--- config.mk ---
export PLATFORM = sky130hd
export DESIGN_NAME = if_prefetch_unit
export DESIGN_NICKNAME = d
export VERILOG_FILES = /design/src/rtl/pipe_mips32_pkg.sv /design/src/rtl/if_fifo.sv /design/src/rtl/if_prefetch_unit.sv
export SDC_FILE = /design/constraint.sdc
export NUM_CORES = 1
export LEC_CHECK = 0
export ABC_CLOCK_PERIOD_IN_PS = 7900
export CORE_ASPECT_RATIO = 1.25
export CORE_MARGIN = 3
export CORE_UTILIZATION = 39
export CTS_CLUSTER_SIZE = 30
export DETAILED_ROUTE_END_ITERATION = 8
export DONT_BUFFER_PORTS = 1
export SETUP_SLACK_MARGIN = 0.02
export SLEW_MARGIN = 10
export SYNTH_ARGS = -nofsm -noshare
export SYNTH_HDL_FRONTEND = slang
export SYNTH_SLANG_ARGS = --single-unit
--- constraint.sdc ---
create_clock -name clk1 -period 7.9 [get_ports clk1]
set_input_delay 0.79 -clock clk1 [delete_from_list [all_inputs] [get_ports clk1]]
set_output_delay 0.79 -clock clk1 [all_outputs]
set_load 0.005 [all_outputs]
--- src/rtl/pipe_mips32_pkg.sv ---
// rtl/pipe_mips32_pkg.sv - opcodes, widths and fetch-state type shared by the pipelined MIPS32 core
package pipe_mips32_pkg;
    localparam int WORD_W = 32;

    localparam logic [5:0] OP_ADD   = 6'b000000;
    localparam logic [5:0] OP_SUB   = 6'b000001;
    localparam logic [5:0] OP_AND   = 6'b000010;
    localparam logic [5:0] OP_OR    = 6'b000011;
    localparam logic [5:0] OP_SLT   = 6'b000100;
    localparam logic [5:0] OP_MUL   = 6'b000101;
    localparam logic [5:0] OP_LW    = 6'b001000;
    localparam logic [5:0] OP_SW    = 6'b001001;
    localparam logic [5:0] OP_ADDI  = 6'b001010;
    localparam logic [5:0] OP_SUBI  = 6'b001011;
    localparam logic [5:0] OP_SLTI  = 6'b001100;
    localparam logic [5:0] OP_BNEQZ = 6'b001101;
    localparam logic [5:0] OP_BEQZ  = 6'b001110;
    localparam logic [5:0] OP_HLT   = 6'b111111;

    typedef enum logic [2:0] {
        IT_RR_ALU, IT_RM_ALU, IT_LOAD, IT_STORE, IT_BRANCH, IT_HALT
    } instr_type_e;

    typedef enum logic {ST_FETCH, ST_STOPPED} fetch_state_e;

    function automatic logic is_hlt(input logic [WORD_W-1:0] ir);
        return ir[31:26] == OP_HLT;
    endfunction
endpackage

--- src/rtl/if_fifo.sv ---
// rtl/if_fifo.sv - synchronous FIFO holding fetched {ir, npc} entries, with flush
module if_fifo #(
    parameter int DEPTH = 4,
    parameter int W     = 64,
    localparam int PW   = $clog2(DEPTH),
    localparam int CW   = $clog2(DEPTH + 1)
) (
    input  logic          clk,
    input  logic          rst_n,
    input  logic          i_push,
    input  logic [W-1:0]  i_data,
    input  logic          i_pop,
    input  logic          i_flush,
    output logic [W-1:0]  o_data,
    output logic          o_empty,
    output logic          o_full,
    output logic [CW-1:0] o_count
);
    logic [W-1:0]  r_mem [DEPTH];
    logic [PW-1:0] r_wr_ptr;
    logic [PW-1:0] r_rd_ptr;
    logic [CW-1:0] r_count;

    always_ff @(posedge clk or negedge rst_n) begin
        if (!rst_n) begin
            r_wr_ptr <= '0;
            r_rd_ptr <= '0;
            r_count  <= '0;
        end else if (i_flush) begin
            r_wr_ptr <= '0;
            r_rd_ptr <= '0;
            r_count  <= '0;
        end else begin
            if (i_push) r_wr_ptr <= r_wr_ptr + 1'b1;
            if (i_pop)  r_rd_ptr <= r_rd_ptr + 1'b1;
            case ({i_push, i_pop})
                2'b10:   r_count <= r_count + 1'b1;
                2'b01:   r_count <= r_count - 1'b1;
                default: ;
            endcase
        end
    end

    always_ff @(posedge clk) begin
        if (i_push && !i_flush) r_mem[r_wr_ptr] <= i_data;
    end

    assign o_data  = r_mem[r_rd_ptr];
    assign o_empty = (r_count == '0);
    assign o_full  = (r_count == CW'(DEPTH));
    assign o_count = r_count;
endmodule

--- src/rtl/if_prefetch_unit.sv ---
// rtl/if_prefetch_unit.sv - credit-based instruction prefetch with redirect/flush and HLT stop
// Define IF_RSP_BYPASS_EN to forward a response straight to decode when the FIFO is empty.
module if_prefetch_unit
    import pipe_mips32_pkg::*;
#(
    parameter int          DEPTH    = 4,
    parameter int          AW       = 10,
    parameter logic [31:0] RESET_PC = 32'd0
) (
    input  logic          clk1,
    input  logic          rst_n,
    input  logic          redirect_valid,
    input  logic [31:0]   redirect_pc,
    output logic          imem_req_valid,
    input  logic          imem_req_ready,
    output logic [AW-1:0] imem_req_addr,
    input  logic          imem_rsp_valid,
    input  logic [31:0]   imem_rsp_data,
    output logic          out_valid,
    input  logic          out_ready,
    output logic [31:0]   out_ir,
    output logic [31:0]   out_npc,
    output logic          fetch_stopped
);
    localparam int CW = $clog2(DEPTH + 1);

    fetch_state_e  r_state;
    logic [31:0]   r_pc;
    logic [31:0]   r_rsp_pc;
    logic [CW-1:0] r_outstanding;
    logic [CW-1:0] r_drop;

    logic          w_req_fire, w_rsp_take, w_bypass, w_push, w_pop;
    logic          w_empty, w_full;
    logic [CW-1:0] w_count;
    logic [63:0]   w_head;
    logic [31:0]   w_rsp_npc;
    logic [CW:0]   w_credit;

    // Occupancy plus in-flight requests never exceeds DEPTH, so every response has a slot.
    assign w_credit       = {1'b0, w_count} + {1'b0, r_outstanding};
    assign imem_req_valid = rst_n && (r_state == ST_FETCH) && !redirect_valid
                            && (w_credit < (CW+1)'(DEPTH));
    assign imem_req_addr  = r_pc[AW-1:0];
    assign w_req_fire     = imem_req_valid && imem_req_ready;
    assign w_rsp_take     = imem_rsp_valid && (r_drop == '0) && !redirect_valid;
    assign w_rsp_npc      = r_rsp_pc + 32'd1;

`ifdef IF_RSP_BYPASS_EN
    assign w_bypass = w_rsp_take && w_empty;
`else
    assign w_bypass = 1'b0;
`endif

    assign out_valid = !w_empty || w_bypass;
    assign out_ir    = !w_empty ? w_head[63:32] : (w_bypass ? imem_rsp_data : 32'd0);
    assign out_npc   = !w_empty ? w_head[31:0]  : (w_bypass ? w_rsp_npc     : 32'd0);
    assign w_pop     = !w_empty && out_ready;
    assign w_push    = w_rsp_take && !(w_bypass && out_ready) && (!w_full || w_pop);
    assign fetch_stopped = (r_state == ST_STOPPED);

    if_fifo #(.DEPTH(DEPTH), .W(64)) u_fifo (
        .clk     (clk1),
        .rst_n   (rst_n),
        .i_push  (w_push),
        .i_data  ({imem_rsp_data, w_rsp_npc}),
        .i_pop   (w_pop),
        .i_flush (redirect_valid),
        .o_data  (w_head),
        .o_empty (w_empty),
        .o_full  (w_full),
        .o_count (w_count)
    );

    always_ff @(posedge clk1 or negedge rst_n) begin
        if (!rst_n) begin
            r_state       <= ST_FETCH;
            r_pc          <= RESET_PC;
            r_rsp_pc      <= RESET_PC;
            r_outstanding <= '0;
            r_drop        <= '0;
        end else begin
            if (redirect_valid) begin
                // A response landing in the redirect cycle is stale and already discarded.
                r_state  <= ST_FETCH;
                r_pc     <= redirect_pc;
                r_rsp_pc <= redirect_pc;
                r_drop   <= imem_rsp_valid ? r_outstanding - 1'b1 : r_outstanding;
            end else begin
                if (w_req_fire) r_pc <= r_pc + 32'd1;
                if (imem_rsp_valid) begin
                    if (r_drop != '0) begin
                        r_drop <= r_drop - 1'b1;
                    end else begin
                        r_rsp_pc <= w_rsp_npc;
                        if (is_hlt(imem_rsp_data)) r_state <= ST_STOPPED;
                    end
                end
            end
            case ({w_req_fire, imem_rsp_valid})
                2'b10:   r_outstanding <= r_outstanding + 1'b1;
                2'b01:   r_outstanding <= r_outstanding - 1'b1;
                default: ;
            endcase
        end
    end
endmodule

==> run metrics, run 1 <==
data required time at the worst endpoint 7.11 ns; Slew Limit Fails 0; count of final setup violators 0; WP data arrival 2.88 ns; internal power 2.93 mW; layer with the highest usage met2; status finished clean; Post-Syn Area 0.0135 mm2; Vias 6,949; Highest Clock Rate 0.272 GHz; io pins 147; Reg clk slew, reported paths 0.06 ns; CTS Root Cell clkbuf_16; FF+latch area 0.00909 mm2; Final ANT Viol Nets 0; peak supply drop 0.000168 V; shortest period the worst path allows 3.67 ns; register area share after synthesis 67.4%; layout cells sized above 1 16.5%; Clock Power Share 39.7%; Starting Density 39.8%; routing usage on met1 19.1%; full die area 0.0368 mm2; Max H-tree Level 2; total CTS buffers 35; PnR worst setup slack 4.23 ns; Yosys cell types 53; setup bufs post-CTS 0; warnings from Yosys 0; Synth async-reset ratio 17.9%; largest net degree at the start of global routing 72; Max FO, Critical Path 39; total power 3.83 mW; Remaining DRCs 0; Final nets 928; min-delay worst type in2async; vias in the first global route 7,367; GP Congestion 0.766; Switching Share 23.4%; router iterations before antenna repair 4; Sink Count 312; multi-input combinational cell area 0.00415 mm2; maxcap violations 0; Core Region 0.0339 mm2; Global Route met3 Usage 3.87%; Fill cells 2,982; Max clock buf depth 3; critical path capture point type output port; cells after synthesis 849; routed vias/inst 5.22; RSZ-0062 raised after global routing false; final hold vios 0; clk_lat worst skew 0.52 ns; Place WS 4.66 ns; PwrDens 255 mW/mm2; GRT Residual Overflow 0; synth-to-layout area growth 11.3%; Die Y 214 um; final period utilization 46.5%; P_leak 4.88 nW; clock skew 0.0195 ns; sequential power share 50.9%; post-DP HPWL 17.2 mm; I/O Buffers 0; Net Count, Synth 933; number of DRC markers in iteration 0 388; Setup CP Type reg2out; syn_area_per_cell 15.9 um2; CTS tree built; GRT Total Usage 15.3%; antenna violations before repair 2; EDFF count, synth 256; met2 Usage GRT 26.3%; std cell rows 75; Top FF cell, synth edfxtp_1; Yosys reg bits 312; wire per inst 20.9 um; crit start category flop; first-pass GRT wire length 43.0 mm; Slew @ Worst Pin 1.10 ns; Fin Setup TNS 0 ns; Comb power frac 9.4%; total wire length 27.8 mm; die width 172 um; P_sw 894 uW; relative slew slack 26.5%
power by group through the flow:
stage	clock [mW]	sequential (mW)	combinational [mW]
finish	1.52	1.95	0.361
global placement	0	1.98	0.357
global route	1.64	1.96	0.414
floorplan	0	1.95	0.302
CTS	1.57	1.95	0.373
detailed placement	0	1.98	0.364
Yosys cell counts, types with 15 or more instances:
cell type	count	area share, %
nor2_1	30	0.84
dfrtp_1	56	10
xnor2_1	39	2.5
edfxtp_1	256	57
inv_1	15	0.42
o21ai_1	28	1.0
clkbuf_1	28	0.78
nand3_1	25	0.93
nand2_1	61	1.7
and2_1	72	3.3
xor2_1	33	2.1
mux4_2	64	11
metrics by stage:
stage / hold WS, ns / util, % / instances / cell area, um2
finish: 0.134 / 44.3 / 1330 / 15000
global route: 0.136 / 44.3 / 1329 / 15000
CTS: 0.130 / 44.3 / 1329 / 15000
detailed placement: 0.499 / 41.1 / 1268 / 13900
global placement: 0.499 / 41.1 / 1268 / 13900
floorplan: 0.486 / - / 849 / 13500
worst paths after layout:
kind,startpoint,to,slack [ns],cells past startpoint
min in group clk1,imem_rsp_data[6],u_fifo.r_mem[0][38]$_DFFE_PP_,0.37,0
setup reg to reg,u_fifo.o_count[1]$_DFFE_PN0P_,u_fifo.o_count[2]$_DFFE_PN0P_,4.95,6
hold / removal,rst_n,r_rsp_pc[17]$_DFFE_PN0P_,0.13,1
hold reg to reg,r_outstanding[2]$_DFFE_PN0P_,r_outstanding[2]$_DFFE_PN0P_,0.51,1
max in group asynchronous,rst_n,u_fifo.r_rd_ptr[0]$_DFFE_PN0P_,7.45,1
setup / recovery,u_fifo.r_rd_ptr[0]$_DFFE_PN0P_,out_npc[4],4.23,3
layout by cell type, fill, tap and decap left out, types with 6 or more instances in the layout:
cell type | netlist | layout
nor2_1 | 30 | 30
o21ai_1 | 28 | 28
and2_1 | 72 | 68
clkbuf_16 | 0 | 36
mux2_2 | 6 | 6
o311ai_1 | 6 | 6
nand2_1 | 61 | 61
dfrtp_1 | 56 | 54
inv_1 | 15 | 15
and3_1 | 9 | 9
ha_1 | 13 | 13
nand3_1 | 25 | 25
nand4_1 | 13 | 13
xnor2_1 | 39 | 39
o21ai_0 | 11 | 11
edfxtp_1 | 256 | 256
clkinv_1 | 0 | 6
mux4_2 | 64 | 64
clkbuf_1 | 28 | 9
nor3_1 | 8 | 8
a21oi_1 | 7 | 7
xor2_1 | 33 | 33
worst max-delay path, stage by stage, from the launching register on:
cell and delay [ns]:
dfrtp_4 0.81, buf_4 0.73, mux4_2 0.59, and2_1 0.21
logic make-up after synthesis:
logic type,share of synthesized area [%]
flops,67.4
simple gates,10.4
mux,11.4
xor+xnor,4.68
compound gates,2.85
buf+inv,1.87
fa+ha+maj,1.36
flip-flops by register name, indices dropped and copies added, names as in the netlist:
signal           cells
u_fifo.r_mem       256
fetch_stopped        1
u_fifo.r_wr_ptr      2
r_outstanding        3
r_pc                10
r_rsp_pc            32
u_fifo.o_count       3
u_fifo.r_rd_ptr      2
r_drop               3
timing repair:
action / 4_1_cts / 5_1_grt
endpoints found under the hold margin: 56 / 0
resized for setup: 0 / 0
hold buffers: 1 / 0
area by class of cell:
type	instances	share of cell area, %
repair buffers	5	0.383
flip-flops and latches	312	60.6
multi-input cells	474	27.6
clock buffers	45	6.23
inverters	16	0.400
diodes	1	0.0167
clock inverters	15	0.884
well taps	462	3.85
per-layer routing:
layer | vias to the layer above | routed length (um) | part of all wire (%)
li1 | 3205 | - | -
met1 | 3495 | 11400 | 41
met2 | 190 | 13800 | 50
met3 | 55 | 1780 | 6.4
met4 | 4 | 775 | 2.8
met5 | - | 21 | 0.076
No activity file was read; power rests on OpenSTA's default activity.
==> run 2: changes to the inputs <==
ABC_CLOCK_PERIOD_IN_PS = 3530   (was 7900)
clock period = 3.53 ns   (was 7.9 ns; I/O delays follow)
==> run 2 against run 1 <==
Non-clock buffer count rose by 75. First-iteration DRC count increased by 15%. Hold slack worse by 0.11 ns. Via count rose by 3.5%. Combinational power rose to 2.6 times the previous value. Global-route usage is 0.21 points higher. Cell count up 5.9%. Setup slack got worse by 3.5 ns. Die area did not move. Clock skew fell by 0.0064 ns. Register-to-register slack got worse by 3.9 ns. Core utilization rose by 2.4 points.
==> run metrics, run 2 (synthesis gave the netlist of run 1 again) <==
number of DRC markers in iteration 0 447; FF+latch area 0.00909 mm2; clock skew 0.0131 ns; post-DP HPWL 18.2 mm; CTS tree built; Die Y 214 um; multi-input combinational cell area 0.00415 mm2; data required time at the worst endpoint 3.18 ns; maxcap violations 0; router iterations before antenna repair 5; io pins 147; die width 172 um; WP data arrival 2.43 ns; Sink Count 312; GRT Residual Overflow 0; placed cells 1,280; Slew @ Worst Pin 0.700 ns; Fin Setup TNS 0 ns; Final nets 1,002; antenna violations before repair 0; Post-CTS Hold Fix Bufs 64; relative slew slack 53.3%; Max H-tree Level 2; Reg2Reg Depth 5; clk_lat worst skew 0.51 ns; count of final setup violators 0; GRT Total Usage 15.5%; CTS Root Cell clkbuf_16; Highest Clock Rate 0.359 GHz; fin cells 1,409; I/O Buffers 0; crit start category flop; most common cell after layout, fill and taps aside edfxtp_1; status finished clean; RR Endpoint u_fifo.r_mem[0][25]$_DFFE_PP_; WHS 0.0228 ns; Fill cells 2,952; total CTS buffers 34; shortest period the worst path allows 2.78 ns; biggest regs u_fifo.r_mem x256, r_rsp_pc x32, r_pc x10; peak supply drop 0.000314 V; synth-to-layout area growth 17.4%; worst reg2reg startpoint r_rsp_pc[9]$_DFFE_PN0P_; HP Start redirect_valid; vias in the first global route 7,424; Slew Limit Fails 0; min-delay worst type in2reg; Max clock buf depth 3; wire per inst 20.2 um; hold endpoint r_rsp_pc[27]$_DFFE_PN0P_; most flop-heavy register u_fifo.r_mem; Reg clk slew, reported paths 0.06 ns; RSZ-0062 raised after global routing false; Core Region 0.0339 mm2; GP Congestion 0.743; routed vias/inst 5.11; number of gates resized after CTS 0; Setup CP Type reg2out; Max FO, Critical Path 24; Vias 7,193; first-pass GRT wire length 43.6 mm; most frequent cells in the layout edfxtp_1 (256), and2_1 (68), mux4_2 (64); Starting Density 39.8%; Final ANT Viol Nets 0; R2R Setup Slk 1.07 ns; total wire length 28.5 mm; critical path capture point type output port; Hold Path Depth 2; full die area 0.0368 mm2; layout cells sized above 1 16.5%; P_leak 5.23 nW; final hold vios 0; std cell rows 75; PwrDens 545 mW/mm2; number of flip-flops in the largest register 256; largest net degree at the start of global routing 68; setup bufs post-CTS 0; final period utilization 78.8%; Remaining DRCs 0
[run 2: cell types whose count changed in the layout (fill, tap and decap cells not counted), sizes merged]
cell,previous run,this run
buf,5,18
bufinv,2,1
clkbuf,45,47
diode,1,4
dlygate4sd3,0,62
[run 2: critical path, cell delays in order (launching register included)]
cell and delay [ns]:
dfrtp_4 0.75, buf_4 0.41, mux4_2 0.55, and2_1 0.21
[run 2: report_power, final]
| group | switching [mW] | leakage (nW) | internal [mW] |
|---|---|---|---|
| registers | 0.155 | 2.99 | 4.19 |
| clock network | 1.36 | 0.519 | 1.98 |
| logic | 0.516 | 1.72 | 0.417 |
| total | 2.03 | 5.23 | 6.59 |
[run 2: worst max-delay path by stage]
stage                                               from                            end  slack, ns
after floorplan                    r_drop[0]$_DFFE_PN0P_   u_fifo.r_mem[1][0]$_DFFE_PP_       0.26
after global placement     u_fifo.o_count[1]$_DFFE_PN0P_            r_pc[9]$_DFFE_PN0P_       1.13
after detailed placement           r_drop[0]$_DFFE_PN0P_  u_fifo.r_mem[0][59]$_DFFE_PP_       1.07
after CTS                 u_fifo.r_rd_ptr[0]$_DFFE_PN0P_                     out_npc[0]       0.65
after global routing      u_fifo.r_rd_ptr[0]$_DFFE_PN0P_                     out_npc[0]       0.56
final                     u_fifo.r_rd_ptr[0]$_DFFE_PN0P_                     out_npc[1]       0.75
[run 2: layer usage]
| metal | vias up | GRT usage (%) | wire length [um] |
|---|---|---|---|
| met2 | 173 | 26.3 | 14200 |
| met4 | 0 | 3.97 | 482 |
| li1 | 3359 | - | - |
| met5 | - | 0 | 0 |
| met3 | 34 | 3.19 | 1440 |
| met1 | 3627 | 20.6 | 12300 |
[run 2: cell type report]
cell class / count / area share [%]
clock inverters: 14 / 0.577
well taps: 462 / 3.65
diodes: 4 / 0.0632
flip-flops and latches: 312 / 57.5
clock buffers: 47 / 6.09
inverters: 16 / 0.379
multi-input cells: 474 / 26.2
repair buffers: 80 / 5.58
[run 2: stage by stage]
step / total power [mW] / setup WS [ns] / util, % / area (um2)
detailed placement: 5.27 / 1.07 / 41.6 / 14100
floorplan: 5.04 / 0.259 / - / 13500
global placement: 5.26 / 1.13 / 41.6 / 14100
finish: 8.62 / 0.748 / 46.7 / 15800
CTS: 8.74 / 0.648 / 46.7 / 15800
global route: 9.02 / 0.564 / 46.7 / 15800
